`config.mk`:
```
export PLATFORM = sky130hd
export DESIGN_NAME = hack_boot_loader
export DESIGN_NICKNAME = d
export VERILOG_FILES = /design/src/rtl/hack_boot_loader.sv
export SDC_FILE = /design/constraint.sdc
export NUM_CORES = 1
export LEC_CHECK = 0
export BUFFER_PORTS_ARGS = -buffer_cell sky130_fd_sc_hd__buf_2
export CORE_MARGIN = 1
export CORE_UTILIZATION = 54
export DETAILED_ROUTE_END_ITERATION = 6
export PLACE_DENSITY = 0.77
export RECOVER_POWER = 50
export SETUP_SLACK_MARGIN = 0.1
export SLEW_MARGIN = 40
export SYNTH_ARGS = -nofsm -noshare
export SYNTH_HDL_FRONTEND = slang
export SYNTH_SLANG_ARGS = --single-unit
```
`constraint.sdc`:
```
create_clock -name clk -period 2.45 [get_ports clk]
set_input_delay 0.1225 -clock clk [delete_from_list [all_inputs] [get_ports clk]]
set_output_delay 0.1225 -clock clk [all_outputs]
set_load 0.03 [all_outputs]
```
`src/rtl/hack_boot_loader.sv`:
```
// hack_boot_loader
// Boot sequencer for the Hack CPU. It holds the CPU in reset and receives a
// framed program over a valid/ready byte stream. Instruction words are written
// to ROM from address 0, the trailing checksum is verified, and on a match the
// CPU is released from reset.
//
// Frame (big-endian): LEN[15:0] = N, then N words as (hi, lo) byte pairs, then
// CSUM[15:0], which is the sum of all N words modulo 2**16.
//
// ADDR_W is limited to 16 bits or fewer because LEN is a 16-bit field.
`timescale 1ns/1ps

module hack_boot_loader #(
    parameter int ADDR_W     = 15,   // ROM address width
    parameter int TIMEOUT    = 0,    // idle cycles allowed between bytes, 0 = off
    parameter bit AUTO_START = 1'b1  // leave IDLE without a start pulse after reset
) (
    input  logic              clk,
    input  logic              reset,      // asynchronous, active-low
    input  logic              start,
    input  logic [7:0]        rx_data,
    input  logic              rx_valid,
    output logic              rx_ready,
    output logic              rom_we,
    output logic [ADDR_W-1:0] rom_addr,
    output logic [15:0]       rom_wdata,
    output logic              cpu_reset,
    output logic              busy,
    output logic              done,
    output logic              err
);

    typedef enum logic [3:0] {
        S_IDLE,
        S_LEN_HI,
        S_LEN_LO,
        S_DAT_HI,
        S_DAT_LO,
        S_WRITE,
        S_CSUM_HI,
        S_CSUM_LO,
        S_DONE,
        S_ERR
    } state_t;

    // The idle counter only has to reach TIMEOUT-1. The expiry is taken on the
    // edge that would otherwise step it to TIMEOUT.
    localparam int            TW        = (TIMEOUT > 1) ? $clog2(TIMEOUT) : 1;
    localparam logic [TW-1:0] TO_LAST   = TW'((TIMEOUT > 0) ? TIMEOUT - 1 : 0);
    localparam int unsigned   MAX_WORDS = 32'd1 << ADDR_W;

    state_t            state;
    logic [7:0]        hi_byte;    // high byte of LEN, data word or CSUM
    logic [15:0]       sum;        // running sum of the words written so far
    logic [ADDR_W-1:0] last_addr;  // N-1, the address of the final word
    logic [TW-1:0]     idle_cnt;   // cycles since the last accepted byte

    logic        accept;
    logic        timed;
    logic        timeout_hit;
    logic        len_bad;
    logic [15:0] pair;

    // A byte moves only when both sides agree in the same cycle.
    assign accept = rx_valid && rx_ready;

    // The byte on the bus together with the stored high byte forms a 16-bit field.
    assign pair = {hi_byte, rx_data};

    // The timeout window starts after LEN_HI, because the host may wait there
    // indefinitely before sending a frame.
    assign timed = state inside {S_LEN_LO, S_DAT_HI, S_DAT_LO, S_WRITE, S_CSUM_HI, S_CSUM_LO};

    assign timeout_hit = (TIMEOUT > 0) && timed && !accept && (idle_cnt == TO_LAST);

    // A zero length is rejected. A length beyond the ROM is also rejected, so
    // rom_addr can never wrap.
    assign len_bad = (pair == 16'd0) || (32'(pair) > MAX_WORDS);

    // Loader FSM. Every output is a register that is updated together with the state.
    always_ff @(posedge clk or negedge reset) begin
        if (!reset) begin
            state     <= S_IDLE;
            rx_ready  <= 1'b0;
            rom_we    <= 1'b0;
            rom_addr  <= '0;
            rom_wdata <= '0;
            cpu_reset <= 1'b1;
            busy      <= 1'b0;
            done      <= 1'b0;
            err       <= 1'b0;
            hi_byte   <= '0;
            sum       <= '0;
            last_addr <= '0;
            idle_cnt  <= '0;
        end else begin
            // NOTE: state registers use non-blocking assignments. Every branch then
            // reads the values from before the edge, and a later assignment in this
            // block (such as the timeout override) cleanly replaces an earlier one.
            rom_we <= 1'b0;

            if (!timed || accept) begin
                idle_cnt <= '0;
            end else if (TIMEOUT > 0) begin
                idle_cnt <= idle_cnt + 1'b1;
            end

            unique case (state)
                S_IDLE: begin
                    if (start || AUTO_START) begin
                        state     <= S_LEN_HI;
                        rx_ready  <= 1'b1;
                        busy      <= 1'b1;
                        done      <= 1'b0;
                        err       <= 1'b0;
                        cpu_reset <= 1'b1;
                    end
                end

                S_LEN_HI: begin
                    if (accept) begin
                        hi_byte <= rx_data;
                        state   <= S_LEN_LO;
                    end
                end

                S_LEN_LO: begin
                    if (accept) begin
                        if (len_bad) begin
                            state    <= S_ERR;
                            err      <= 1'b1;
                            busy     <= 1'b0;
                            rx_ready <= 1'b0;
                        end else begin
                            last_addr <= ADDR_W'(pair - 16'd1);
                            rom_addr  <= '0;
                            sum       <= '0;
                            state     <= S_DAT_HI;
                        end
                    end
                end

                S_DAT_HI: begin
                    if (accept) begin
                        hi_byte <= rx_data;
                        state   <= S_DAT_LO;
                    end
                end

                S_DAT_LO: begin
                    if (accept) begin
                        rom_wdata <= pair;
                        rom_we    <= 1'b1;
                        rx_ready  <= 1'b0;
                        state     <= S_WRITE;
                    end
                end

                // The word is presented to the ROM during this cycle. The address
                // advances afterwards, except after the last word.
                S_WRITE: begin
                    sum      <= sum + rom_wdata;
                    rx_ready <= 1'b1;
                    if (rom_addr == last_addr) begin
                        state <= S_CSUM_HI;
                    end else begin
                        rom_addr <= rom_addr + 1'b1;
                        state    <= S_DAT_HI;
                    end
                end

                S_CSUM_HI: begin
                    if (accept) begin
                        hi_byte <= rx_data;
                        state   <= S_CSUM_LO;
                    end
                end

                S_CSUM_LO: begin
                    if (accept) begin
                        rx_ready <= 1'b0;
                        busy     <= 1'b0;
                        if (pair == sum) begin
                            state     <= S_DONE;
                            done      <= 1'b1;
                            cpu_reset <= 1'b0;
                        end else begin
                            state <= S_ERR;
                            err   <= 1'b1;
                        end
                    end
                end

                S_DONE, S_ERR: begin
                    if (start) begin
                        state     <= S_LEN_HI;
                        rx_ready  <= 1'b1;
                        busy      <= 1'b1;
                        done      <= 1'b0;
                        err       <= 1'b0;
                        cpu_reset <= 1'b1;
                    end
                end

                default: begin
                    state <= S_IDLE;
                end
            endcase

            // A stalled link overrides whatever the current state was about to do.
            if (timeout_hit) begin
                state    <= S_ERR;
                err      <= 1'b1;
                busy     <= 1'b0;
                rx_ready <= 1'b0;
            end
        end
    end

endmodule

```
==> reports/qor.yml <==
status: "finished with violations"
hold_depth: 2
drc: 0
period_share_pct: 91.9
cp.required_ns: 2.72
hold_class: "in2reg"
crit-reg2reg-launch: "hi_byte[1]"
io_buffer_count: 48
hold_path_end: "last_addr[0]"
synth_top_family_by_area: "simple AND/OR/NAND/NOR gates"
synth_area_leaders: "dfrtp_1, xnor2_1, xor2_1, mux2_2, ha_1"
crit_slowest_cell: "or4_4"
muxShareOfSynthArea_pct: 6.44
drt_iter0_drc: 313
r2r-end: "last_addr[7]"
synth-simple-area-share_pct: 16.8
worst_path_dominant_cell_family: "simple AND/OR/NAND/NOR gates"
relSlewSlack_pct: -18.9
die_w_um: 96.9
slew_viol_final: 81
cpPeakStageDelay_ns: 0.55
r2r_slack_ns: 0.20
die_area_sq_um: 9380
cts_tree: "done"
ir_drop_v: 0.000282
start_util_pct: 55.7
p_int_mw: 1.83
critPathLaunchType: "register"
clk_pin_slew_worst_paths_ns: 0.08
pwr-share-comb_pct: 3.2
p_leak_nw: 2.52
finalCriticalPeriod_ns: 2.25
ys_async_sr_fraction_pct: 100
synth_edf_count: 0
vias: 4021
syn_avg_cell_area_sq_um: 9.70
synth_top_area_cell: "dfrtp_1"
crit_type: "reg2reg"
final.setup_skew_ns: 0.0128
power_switching_mw: 0.528
rsz0062_at_grt: "no"
nets: 589
wl_um: 11600
grt_pass1_wl_um: 19600
grt_max_degree: 81
area_growth_pct: 12.2
grt-ovfl-total: 0
fp.dieH_um: 96.9
powerDensity_nw_per_um2: 433
htreeDepth: 3
drtAntennaViolNets: 0
cp_num_buf_inv: 1
p_sw_share_pct: 22.3
ys_warn_count: 0
gp_congestion: 0.974
cts.sinks: 80
wire_per_inst_um: 17.3
ioPinCount: 49
worst_pin_slew_ns: 1.78
filler_cell_count: 695
cts_root_buf: "clkbuf_8"
antenna_found_initial: 0
max_freq_ghz: 0.444
critPathMaxFanout: 10
cp_cell_sequence: "or4_4, and4b_2, mux2_4, nor2_4, buf_4, nor2_1, a31oi_1"
final_cell_mix: "dfrtp_1, nand2_1, xnor2_1"
synth_xor_area_share_pct: 11.2
fin_setup_tns_ns: 0
rows: 34
viasPerCell: 5.99
n_antenna_cell: 0
synth_top_flop_cell: "dfrtp_1"
synth.top_cell.area_share_pct: 40.7
synth_seq_cells: 80
setup_viol: 0
hold_viol: 0
endpoint_kind: "register"
max_cap_viol_count: 1
core-area_sq_um: 8720
pwr-share-clk_pct: 40.9
yosysSeqAreaShare_pct: 41.2
hpwl_um: 8570
final_layout_size_suffix_gt1_share_pct: 18.7
pwr-share-seq_pct: 55.9
grt_pass1_vias: 3971
numCtsBuffers: 9
worst_hold_startpoint: "rx_data[0]"
final_util_pct: 62.5
synth_area_sq_um: 4860
cts.path.max_buffers: 2
final_common_cell: "dfrtp_1"
yosys.cell_types.count: 66
grt_usage_pct: 25.8
clk_latency_ns: 0.35
synth_nets: 532
synthAdderAreaFrac_pct: 5.05
drtPass1Iterations: 5
netlist_instances: 501
failed_checks: "capacitance limit, slew limit"
rr_worst_depth: 7
synth_compound_area_share_pct: 15.3
critical_path_arrival_ns: 2.52
[per-layer routing]
metal | vias up | routed length [um] | part of all wire, % | global-route usage [%]
li1 | 1910 | - | - | -
met1 | 1958 | 5120 | 44 | 32.9
met2 | 126 | 5720 | 49 | 44.4
met3 | 27 | 497 | 4.3 | 3.68
met4 | 0 | 291 | 2.5 | 9.76
met5 | - | 0 | 0 | 0
[sequential cells by signal, summed over array words and instances (netlist names), 4 cells and up]
name,flops
rom_wdata,16
sum,16
last_addr,15
rom_addr,15
hi_byte,8
state,4
[synth_stat cells, types with 2 or more instances]
cell type  instances
o21bai_1           2
a21o_1             6
nand4_1           10
and2_1             2
nand2b_1          11
or3_1              2
o211ai_1           5
nor3_1             8
a21oi_1           28
dfrtp_1           79
xor2_1            29
clkbuf_1          12
a211oi_1           6
xnor2_1           33
nor4_1             8
nand2_1           54
a31oi_1            4
mux2_2            22
ha_1              18
o21ai_0           30
o22a_1             2
a211o_1            2
mux2i_1            5
a22o_1             6
nand3_1            8
buf_1              2
buf_6              5
o21ai_1            4
o21a_1             2
nor2_1            30
buf_2              4
and3_1             8
o22ai_1            8
inv_1             14
[cells by family after synthesis]
family,after synthesis
adder cells (fa/ha/maj),19
multiplexers,28
AND/OR/NAND/NOR,157
flip-flops,80
AO/OA/AOI/OAI,117
XOR/XNOR,62
buffers and inverters,38
[power groups by stage]
stage               sequential (mW)  combinational [mW]  clock [mW]
finish                         1.32              0.0756       0.967
global placement               1.35              0.0746           0
global route                   1.32              0.0847        1.03
CTS                            1.32              0.0786       0.978
detailed placement             1.35              0.0768           0
floorplan                      1.35              0.0219           0
[what timing repair did]
action	CTS	global route
endpoints found under the hold margin	79	0
setup buffers	0	1
resized for setup	0	6
hold buffers	1	0
setup endpoints to repair	0	7
[per-stage QoR]
stage	area [sq um]	std cells	hold WS [ns]	power, mW	setup WS (ns)
floorplan	4870	501	-0.173	1.37	0.105
global placement	5250	653	0.351	1.42	0.241
detailed placement	5250	653	0.212	1.42	0.124
CTS	5450	670	0.0768	2.38	0.113
global route	5450	671	0.0916	2.43	0.0816
finish	5450	671	0.0784	2.36	0.199
[how the worst max path moves through the flow]
stage	slack [ns]	startpoint	endpoint	cells after the start
after floorplan	0.10	hi_byte[1]	sum[15]	8
after global placement	0.24	hi_byte[1]	last_addr[7]	7
after detailed placement	0.12	rom_wdata[1]	sum[15]	7
after CTS	0.11	rom_wdata[1]	sum[15]	7
after global routing	0.08	rom_wdata[0]	sum[14]	9
final	0.20	hi_byte[1]	last_addr[7]	7
[area by class of cell]
| type | instances | area, sq um | share of cell area, % |
|---|---|---|---|
| multi-input combinational | 383 | 2680 | 49.2 |
| sequential | 80 | 2000 | 36.8 |
| timing repair buffer | 70 | 385 | 7.07 |
| clock buffer | 12 | 145 | 2.66 |
| tap | 108 | 135 | 2.48 |
| inverter | 14 | 52.6 | 0.964 |
| clock inverter | 4 | 45.0 | 0.826 |
(Power assumes the default switching activity.)
